## config.mk

```make
export PLATFORM = sky130hd
export DESIGN_NAME = seg_scan_driver
export DESIGN_NICKNAME = d
export VERILOG_FILES = /design/src/rtl/seg7_pkg.sv /design/src/rtl/seg7_hex_decode.sv /design/src/rtl/seg_scan_driver.sv
export SDC_FILE = /design/constraint.sdc
export NUM_CORES = 1
export LEC_CHECK = 0
export ABC_AREA = 1
export BUFFER_PORTS_ARGS = -buffer_cell sky130_fd_sc_hd__buf_4
export CAP_MARGIN = 20
export CORE_ASPECT_RATIO = 0.7
export CORE_MARGIN = 2
export CORE_UTILIZATION = 53
export CTS_BUF_LIST = sky130_fd_sc_hd__clkbuf_8
export DETAILED_ROUTE_END_ITERATION = 8
export PLACE_DENSITY = 0.78
export REMOVE_ABC_BUFFERS = 1
export SYNTH_ARGS = -nofsm -noshare
export SYNTH_HDL_FRONTEND = slang
export SYNTH_HIERARCHICAL = 1
export SYNTH_SLANG_ARGS = --single-unit
export TNS_END_PERCENT = 100
```

## constraint.sdc

```tcl
create_clock -name clk -period 1.7 [get_ports clk]
set_input_delay 0.425 -clock clk [delete_from_list [all_inputs] [get_ports clk]]
set_output_delay 0.425 -clock clk [all_outputs]
set_load 0.02 [all_outputs]
```

## src/rtl/seg7_pkg.sv

```systemverilog
// seg7_pkg: shared active-high 7-segment patterns and digit-code width
package seg7_pkg;
  localparam int DIGIT_W = 4;
  localparam logic [6:0] SEG_0     = 7'b1111110;
  localparam logic [6:0] SEG_1     = 7'b0110000;
  localparam logic [6:0] SEG_2     = 7'b1101101;
  localparam logic [6:0] SEG_3     = 7'b1111001;
  localparam logic [6:0] SEG_4     = 7'b0110011;
  localparam logic [6:0] SEG_5     = 7'b1011011;
  localparam logic [6:0] SEG_6     = 7'b1011111;
  localparam logic [6:0] SEG_7     = 7'b1110000;
  localparam logic [6:0] SEG_8     = 7'b1111111;
  localparam logic [6:0] SEG_9     = 7'b1111011;
  localparam logic [6:0] SEG_A     = 7'b1110111;
  localparam logic [6:0] SEG_B     = 7'b0011111;
  localparam logic [6:0] SEG_C     = 7'b1001110;
  localparam logic [6:0] SEG_D     = 7'b0111101;
  localparam logic [6:0] SEG_E     = 7'b1001111;
  localparam logic [6:0] SEG_F     = 7'b1000111;
  localparam logic [6:0] SEG_BLANK = 7'b0000000;
endpackage

```

## src/rtl/seg7_hex_decode.sv

```systemverilog
// seg7_hex_decode: nibble to active-high {a..g} pattern, hex letters optional
module seg7_hex_decode
  import seg7_pkg::*;
(
  input  logic [DIGIT_W-1:0] code,
  input  logic               hex_mode,
  output logic [6:0]         pat
);
  // table lookup; codes above 9 show letters only in hex mode
  always_comb begin
    pat = SEG_BLANK;
    case (code)
      4'h0: pat = SEG_0;
      4'h1: pat = SEG_1;
      4'h2: pat = SEG_2;
      4'h3: pat = SEG_3;
      4'h4: pat = SEG_4;
      4'h5: pat = SEG_5;
      4'h6: pat = SEG_6;
      4'h7: pat = SEG_7;
      4'h8: pat = SEG_8;
      4'h9: pat = SEG_9;
      4'hA: pat = hex_mode ? SEG_A : SEG_BLANK;
      4'hB: pat = hex_mode ? SEG_B : SEG_BLANK;
      4'hC: pat = hex_mode ? SEG_C : SEG_BLANK;
      4'hD: pat = hex_mode ? SEG_D : SEG_BLANK;
      4'hE: pat = hex_mode ? SEG_E : SEG_BLANK;
      4'hF: pat = hex_mode ? SEG_F : SEG_BLANK;
    endcase
  end
endmodule

```

## src/rtl/seg_scan_driver.sv

```systemverilog
// seg_scan_driver: time-multiplexed N-digit 7-segment scanner with frame-coherent capture
module seg_scan_driver
  import seg7_pkg::*;
#(
  parameter int NUM_DIGITS     = 6,
  parameter int REFRESH_DIV    = 50000,
  parameter int GUARD          = 16,
  parameter bit HEX_MODE       = 1'b0,
  parameter bit SEG_ACTIVE_LOW = 1'b1,
  parameter bit AN_ACTIVE_LOW  = 1'b1,
  parameter bit BLANK_LEADING  = 1'b1
) (
  input  logic                          clk,
  input  logic                          rst_n,
  input  logic                          enable,
  input  logic [DIGIT_W*NUM_DIGITS-1:0] digits_in,
  input  logic [NUM_DIGITS-1:0]         dp_in,
  input  logic [NUM_DIGITS-1:0]         blink_mask,
  input  logic                          blink_tick,
  output logic [6:0]                    seg,
  output logic                          dp,
  output logic [NUM_DIGITS-1:0]         an,
  output logic                          frame_done
);
  localparam int CW = $clog2(REFRESH_DIV + 1);
  localparam int IW = (NUM_DIGITS > 1) ? $clog2(NUM_DIGITS) : 1;
  localparam int DW = DIGIT_W * NUM_DIGITS;

  logic [CW-1:0]         cnt;
  logic [IW-1:0]         idx;
  logic                  blink_phase;
  logic [DW-1:0]         shd;
  logic [NUM_DIGITS-1:0] shd_dp;
  logic                  slot_end;
  logic                  frame_end;
  logic                  hide;
  logic                  zero_run;
  logic [NUM_DIGITS-1:0] lead;
  logic [DIGIT_W-1:0]    code;
  logic [6:0]            pat;
  logic [6:0]            seg_on;
  logic                  dp_on;
  logic [NUM_DIGITS-1:0] an_on;

  assign slot_end  = cnt == CW'(REFRESH_DIV - 1);
  assign frame_end = slot_end && idx == IW'(NUM_DIGITS - 1);
  assign code      = DIGIT_W'(shd >> (DIGIT_W * idx));
  assign hide      = blink_phase && blink_mask[idx];

  seg7_hex_decode u_dec (
    .code     (code),
    .hex_mode (HEX_MODE),
    .pat      (pat)
  );

  // a digit is a leading zero when it and every more-significant digit are zero; digit 0 always shows
  always_comb begin
    lead     = '0;
    zero_run = 1'b1;
    for (int i = NUM_DIGITS - 1; i > 0; i--) begin
      zero_run = zero_run && (shd[DIGIT_W*i +: DIGIT_W] == '0);
      lead[i]  = BLANK_LEADING && zero_run;
    end
  end

  // active-high view of the next output word; blanked digits keep their dp, blink kills both
  always_comb begin
    seg_on = (!enable || hide || lead[idx]) ? SEG_BLANK : pat;
    dp_on  = enable && !hide && shd_dp[idx];
    an_on  = (enable && cnt >= CW'(GUARD)) ? NUM_DIGITS'(1) << idx : '0;
  end

  // slot/digit counters, blink phase and shadow capture (every cycle while disabled)
  always_ff @(posedge clk or negedge rst_n) begin
    if (!rst_n) begin
      cnt         <= '0;
      idx         <= '0;
      blink_phase <= 1'b0;
      shd         <= '0;
      shd_dp      <= '0;
    end else begin
      blink_phase <= blink_phase ^ blink_tick;
      cnt         <= (!enable || slot_end) ? '0 : cnt + 1'b1;
      idx         <= !enable ? '0 : !slot_end ? idx : (idx == IW'(NUM_DIGITS - 1)) ? '0 : idx + 1'b1;
      if (!enable || frame_end) begin
        shd    <= digits_in;
        shd_dp <= dp_in;
      end
    end
  end

  // output registers; polarity inversion lives only here
  always_ff @(posedge clk or negedge rst_n) begin
    if (!rst_n) begin
      seg        <= {7{SEG_ACTIVE_LOW}};
      dp         <= SEG_ACTIVE_LOW;
      an         <= {NUM_DIGITS{AN_ACTIVE_LOW}};
      frame_done <= 1'b0;
    end else begin
      seg        <= seg_on ^ {7{SEG_ACTIVE_LOW}};
      dp         <= dp_on ^ SEG_ACTIVE_LOW;
      an         <= an_on ^ {NUM_DIGITS{AN_ACTIVE_LOW}};
      frame_done <= enable && frame_end;
    end
  end
endmodule
```

# Yosys cells after proc, flatten, opt, wreduce, memory -nomap -nowiden
# Index checks and enable logic that the tools add are counted.
dict set report op_classes {
  multipliers 0
  n_reduce_logical 23
  n_div 0
  shifts 2
  n_mux 13
  addsub 2
  bitwise 4
  eq_ne 18
  order_cmp 2
}
# op n
set op_table {}
lappend op_table {{one-hot mux 7 bit (11 select lines)} 1}
lappend op_table {{== test 4 bit, second input constant} 8}
lappend op_table {{logical NOT 4 bit} 6}
lappend op_table {{>> shifter 24 x 5 -> 4 bit} 1}
lappend op_table {{adder 16 x 1 -> 16 bit, second input constant} 1}
lappend op_table {{== test 16 bit, second input constant} 1}
lappend op_table {{== test 4 x 3 -> 1 bit, second input constant} 4}
lappend op_table {{greater-or-equal comparator 16 x 5 -> 1 bit, second input constant} 1}
lappend op_table {{2-to-1 mux 16 bit} 1}
lappend op_table {{logical AND 1 bit} 10}
lappend op_table {{binary-select mux 1 bit (select 3 bit)} 3}
lappend op_table {{2-to-1 mux 3 bit} 3}
lappend op_table {{== test 4 x 2 -> 1 bit, second input constant} 2}
lappend op_table {{2-to-1 mux 7 bit} 1}
lappend op_table {{inverter 7 bit} 1}
lappend op_table {{2-to-1 mux 6 bit} 1}
lappend op_table {{inverter 6 bit} 1}
lappend op_table {{OR reduction 6 bit} 1}
lappend op_table {{<< shifter 1 x 3 -> 6 bit, first input constant} 1}
lappend op_table {{== test 4 x 1 -> 1 bit, second input constant} 1}
lappend op_table {{logical OR 1 bit} 4}
lappend op_table {{< comparator 3 x 4 -> 1 bit, second input constant} 1}
lappend op_table {{adder 3 x 1 -> 3 bit, second input constant} 1}
lappend op_table {{== test 3 bit, second input constant} 1}
lappend op_table {{5 further kinds} 8}
dict set report totals {
  rom_bits 0
  ramBits 0
  latchBits 0
  memories 0
  register_bits 65
  output_inout_bits 15
  inputBits 40
  elab_cells 73
}

# Logic depth before layout (Yosys ltp)
dict set report logic_depth {
  word_depth 10
  ltp_mapped 14
  ltp_nobuf 13
}

# Modules after synthesis
# The synthesis kept the hierarchy.
# module seq_area_each_um2 cells_per_inst area_per_inst_um2 n_inst
set modules_own_cells {}
lappend modules_own_cells {seg_scan_driver 1644.1 394 3214.3 1}
lappend modules_own_cells {seg7_hex_decode 0.0 55 245.2 1}

# Worst setup path before layout
# Ideal clock, no wire load.
dict set report synth_timing {
  path_kind {flip-flop to flip-flop}
  from {register idx[0]}
  to {register seg[3]}
  setup_slack_ps -66
  path_buffers 1
  arrival_time_ps 1700
  synth_period_minus_slack_ps 1766
  setup_ps 67
  path_stages_with_launch 15
  required_time_ps 1633
  path_cell_list {dfrtp_1 buf_4 nand2_1 inv_1 a22oi_1 o21ai_0 nand2_1 nand3_1 inv_2 nand2_2 nand2_1 nand2_1 nor2_1 nand3_1 nand4_1}
}
dict set report synth_via {
  elab_cells_between_ends 28
  cone_classes {eq/ne (15); shift (1); mux (6); bitwise (1); reduce/logical (5)}
}
# element line_no
set synth_rtl {}
lappend synth_rtl {{start: declaration} seg_scan_driver.sv:30} ;# logic [IW-1:0] idx;
lappend synth_rtl {{start signal: assignment} seg_scan_driver.sv:84} ;# idx <= !enable ? '0 : !slot_end ? idx : (idx == IW'(NUM_DIGITS - 1)) ? '0 : idx + 1'b1;
lappend synth_rtl {{>> shifter 24 x 5 -> 4 bit (*)} seg_scan_driver.sv:47} ;# assign code = DIGIT_W'(shd >> (DIGIT_W * idx));
lappend synth_rtl {{via code[1]} seg_scan_driver.sv:39} ;# logic [DIGIT_W-1:0] code;
lappend synth_rtl {{== test 4 bit} seg7_hex_decode.sv:12} ;# case (code)
lappend synth_rtl {{OR reduction 6 bit (no line)} --}
lappend synth_rtl {{one-hot mux 7 bit (11 select lines) (*)} seg7_hex_decode.sv:12}
lappend synth_rtl {{via pat[3]} seg_scan_driver.sv:40} ;# logic [6:0] pat;
lappend synth_rtl {{2-to-1 mux 7 bit (*)} seg_scan_driver.sv:68} ;# seg_on = (!enable || hide || lead[idx]) ? SEG_BLANK : pat;
lappend synth_rtl {{inverter 7 bit (no line) (*)} --}
lappend synth_rtl {{end signal: assignment} seg_scan_driver.sv:95} ;# seg <= {7{SEG_ACTIVE_LOW}};
lappend synth_rtl {{end signal: assignment} seg_scan_driver.sv:100} ;# seg <= seg_on ^ {7{SEG_ACTIVE_LOW}};
lappend synth_rtl {{end: declaration} seg_scan_driver.sv:20} ;# output logic [6:0] seg,
# The timed path passes the listed nets; every way through them passes the cells marked *. The select of a mux whose other input is x is not followed.
# A chain may end at the register's enable or synchronous reset.

# Final worst setup path
dict set report layout_timing {
  from {register idx[0]}
  to {register seg[4]}
}
# Same word-level chain as after synthesis.

==> flow_summary.yaml <==
worst_setup_path:
  r2r_setup_slack_ns: -0.08
  worstSetupStartpointType: "flop"
  arrival_ns: 2.06
  critical_path_class: "reg -> reg"
  worst_setup_path_end_kind: "flop"
  required_ns: 1.98
  crit_fanout: 5
sta:
  period_needed_ns: 1.78
  hold_viol: 0
  slew_viol_final: 0
  hold_ws_ns: 0.255
  fmaxAchievable_ghz: 0.562
  setup_ws_ns: -0.0778
  rsz0062_at_grt: "true"
  setup_viol: 7
  totalNegativeSetupSlack_ns: -0.406
  min_period_over_period_pct: 105
  skew_ns: 0.00876
clocking:
  clkTransAtPathRegs_ns: 0.07
  cts_buffers: 9
  cts-root-buf: "clkbuf_8"
  clk_path_buf_depth: 2
  clk-insertion-delay-late_ns: 0.35
  ctsHtreeMaxLevel: 3
  cts.sinks: 65
  cts_tree: "yes"
route:
  wl_met2_mm: 4.13
  drc: 0
  wl_per_cell_um: 14.8
  highest_layer: "met4"
  vias_per_cell: 5.46
  wirelength_met1_mm: 4.37
  vias: 3464
  routed-wl-met3_um: 728
  drtPass1Iterations: 5
  finalWirelength_mm: 9.40
  ant_nets: 0
  drt_iter0_markers: 228
power:
  p_switching_mw: 1.54
  p_seq_share_pct: 42.0
  power_density_nw_per_um2: 977
  comb_power_share_pct: 30.3
  p_clk_share_pct: 27.7
  swShare_pct: 34.2
  p_leak_nw: 2.29
  peakVddDrop_v: 0.000464
  intPower_mw: 2.97
floorplanning:
  initial_core_util_pct: 55.1
  dieHeight_um: 71.6
  core_um2: 6280
  fp.dieW_um: 101
  ios: 55
  dieArea_um2: 7200
  floorplan.rows: 24
status:
  status: "finished with violations"
  violations: "setup timing"
global_routing:
  antenna_found_initial: 0
  grt_pass1_wl_mm: 15.2
  overflow: 0
  grt_usage_pct: 27.4
  grt_max_degree: 41
  grt_pass1_vias: 3215
placement:
  place_congestion: 0.961
  port_buffers: 54
  dp_worst_setup_slack_ns: -0.183
  hpwl_mm: 6.52
synthesis:
  ys.flop_type: "dfrtp_1"
  ys_warn_count: 6
  synth_edf_count: 0
  synth_most_common_cell: "nand2_1"
  synthCells: 449
  ys_types: 34
  yosys.area.top_type_share_pct: 36.9
  yosys-top-cells-count: "nand2_1, nand3_1, dfrtp_1"
  synth-seq-cells: 65
  synth_largest_area_cell: "dfrtp_1"
  netlist_area_um2: 3460
  synthArstFlopShare_pct: 100
  ys_seq_area_share_pct: 47.5
  synth_area_per_cell_um2: 7.71
  synth_area_leaders: "dfrtp_1, nand2_1, dfstp_2"
cells_and_area:
  diodes: 0
  fin_nets: 594
  drive_gt1_share_pct: 31.1
  syn_to_final_growth_pct: 33.4
worst_hold_path:
  hold_path.class: "in -> reg"
flow_run:
  maxCapViolCount: 0
-- repair_timing --
action,in CTS,in global routing
endpoints found under the hold margin,11,0
pin swaps,4,12
gates cloned,0,2
hold buffers,1,0
setup buffers,3,7
endpoints found under the setup margin,7,44
gates resized for setup,20,26
-- cells in the final DEF (no fill, tap or decap), drive strengths merged, types with 2 or more instances in the layout --
cell / count
o21ai: 10
xor2: 9
nand2: 161
a21boi: 2
conb: 5
nor2: 55
nand3: 59
a21oi: 4
nor3: 7
buf: 100
dfstp: 14
clkbuf: 12
dfrtp: 51
ha: 3
inv: 33
nand4: 18
clkinvlp: 2
-- worst paths after layout --
kind,start,endpoint,depth (start not counted)
max in group asynchronous,rst_n,idx[0],3
max reg2reg,idx[0],seg[4],9
min in group asynchronous,rst_n,cnt[8],2
min,blink_tick,blink_phase,2
min reg2reg,shd_dp[1],shd_dp[1],2
max,idx[0],seg[4],9
-- worst max-delay path: stages, from the launching register on --
cell	delay, ns
dfrtp_2	0.44
buf_4	0.15
nor2_4	0.15
buf_4	0.15
nand3_1	0.12
nand3_4	0.18
nand2_1	0.13
o21ai_1	0.16
nand3_1	0.11
nand4_1	0.12
-- through the flow --
stage | util (%) | power (mW) | std cells | area [um2]
floorplan | - | 2.54 | 437 | 3350
global placement | 66.1 | 3.06 | 605 | 4150
detailed placement | 66.1 | 3.08 | 605 | 4150
CTS | 70.6 | 4.40 | 625 | 4430
global route | 73.5 | 4.77 | 634 | 4620
finish | 73.5 | 4.51 | 634 | 4620
-- layout make-up --
cell class	instances	area, um2
multi-input combinational	342	1730
inverter	31	126
fill	471	1660
clock buffer	11	151
clock inverter	5	37.5
sequential	65	1650
timing repair buffer	102	826
tap	78	97.6
-- metal layers --
metal,global-route usage (%),up-vias
li1,-,1658
met1,39.6,1616
met2,41.0,169
met3,7.02,21
met4,8.68,0
met5,0,-
-- registers in the layout, indices dropped and copies added (netlist names) --
name         cells
an               6
blink_phase      1
shd             24
seg              7
cnt             16
frame_done       1
idx              3
dp               1
shd_dp           6
-- cells by family (layout without fill, tap and decap cells) --
| family | Yosys count | count (layout) | share of synthesized area (%) |
|---|---|---|---|
| compound gates | 21 | 21 | 3.65 |
| simple gates | 302 | 303 | 38.2 |
| flops | 65 | 65 | 47.5 |
| xor+xnor | 10 | 10 | 2.53 |
| fa+ha+maj | 3 | 3 | 1.09 |
| other cells | 1 | 5 | 0.108 |
| buf+inv | 47 | 149 | 6.87 |
-- power groups by stage --
| stage | clock (mW) | sequential, mW | combinational [mW] |
|---|---|---|---|
| floorplan | 0 | 1.97 | 0.571 |
| global placement | 0 | 1.91 | 1.15 |
| detailed placement | 0 | 1.92 | 1.17 |
| CTS | 1.27 | 1.89 | 1.24 |
| global route | 1.35 | 1.91 | 1.51 |
| finish | 1.25 | 1.89 | 1.37 |
Power figures use the tool's default switching activity.
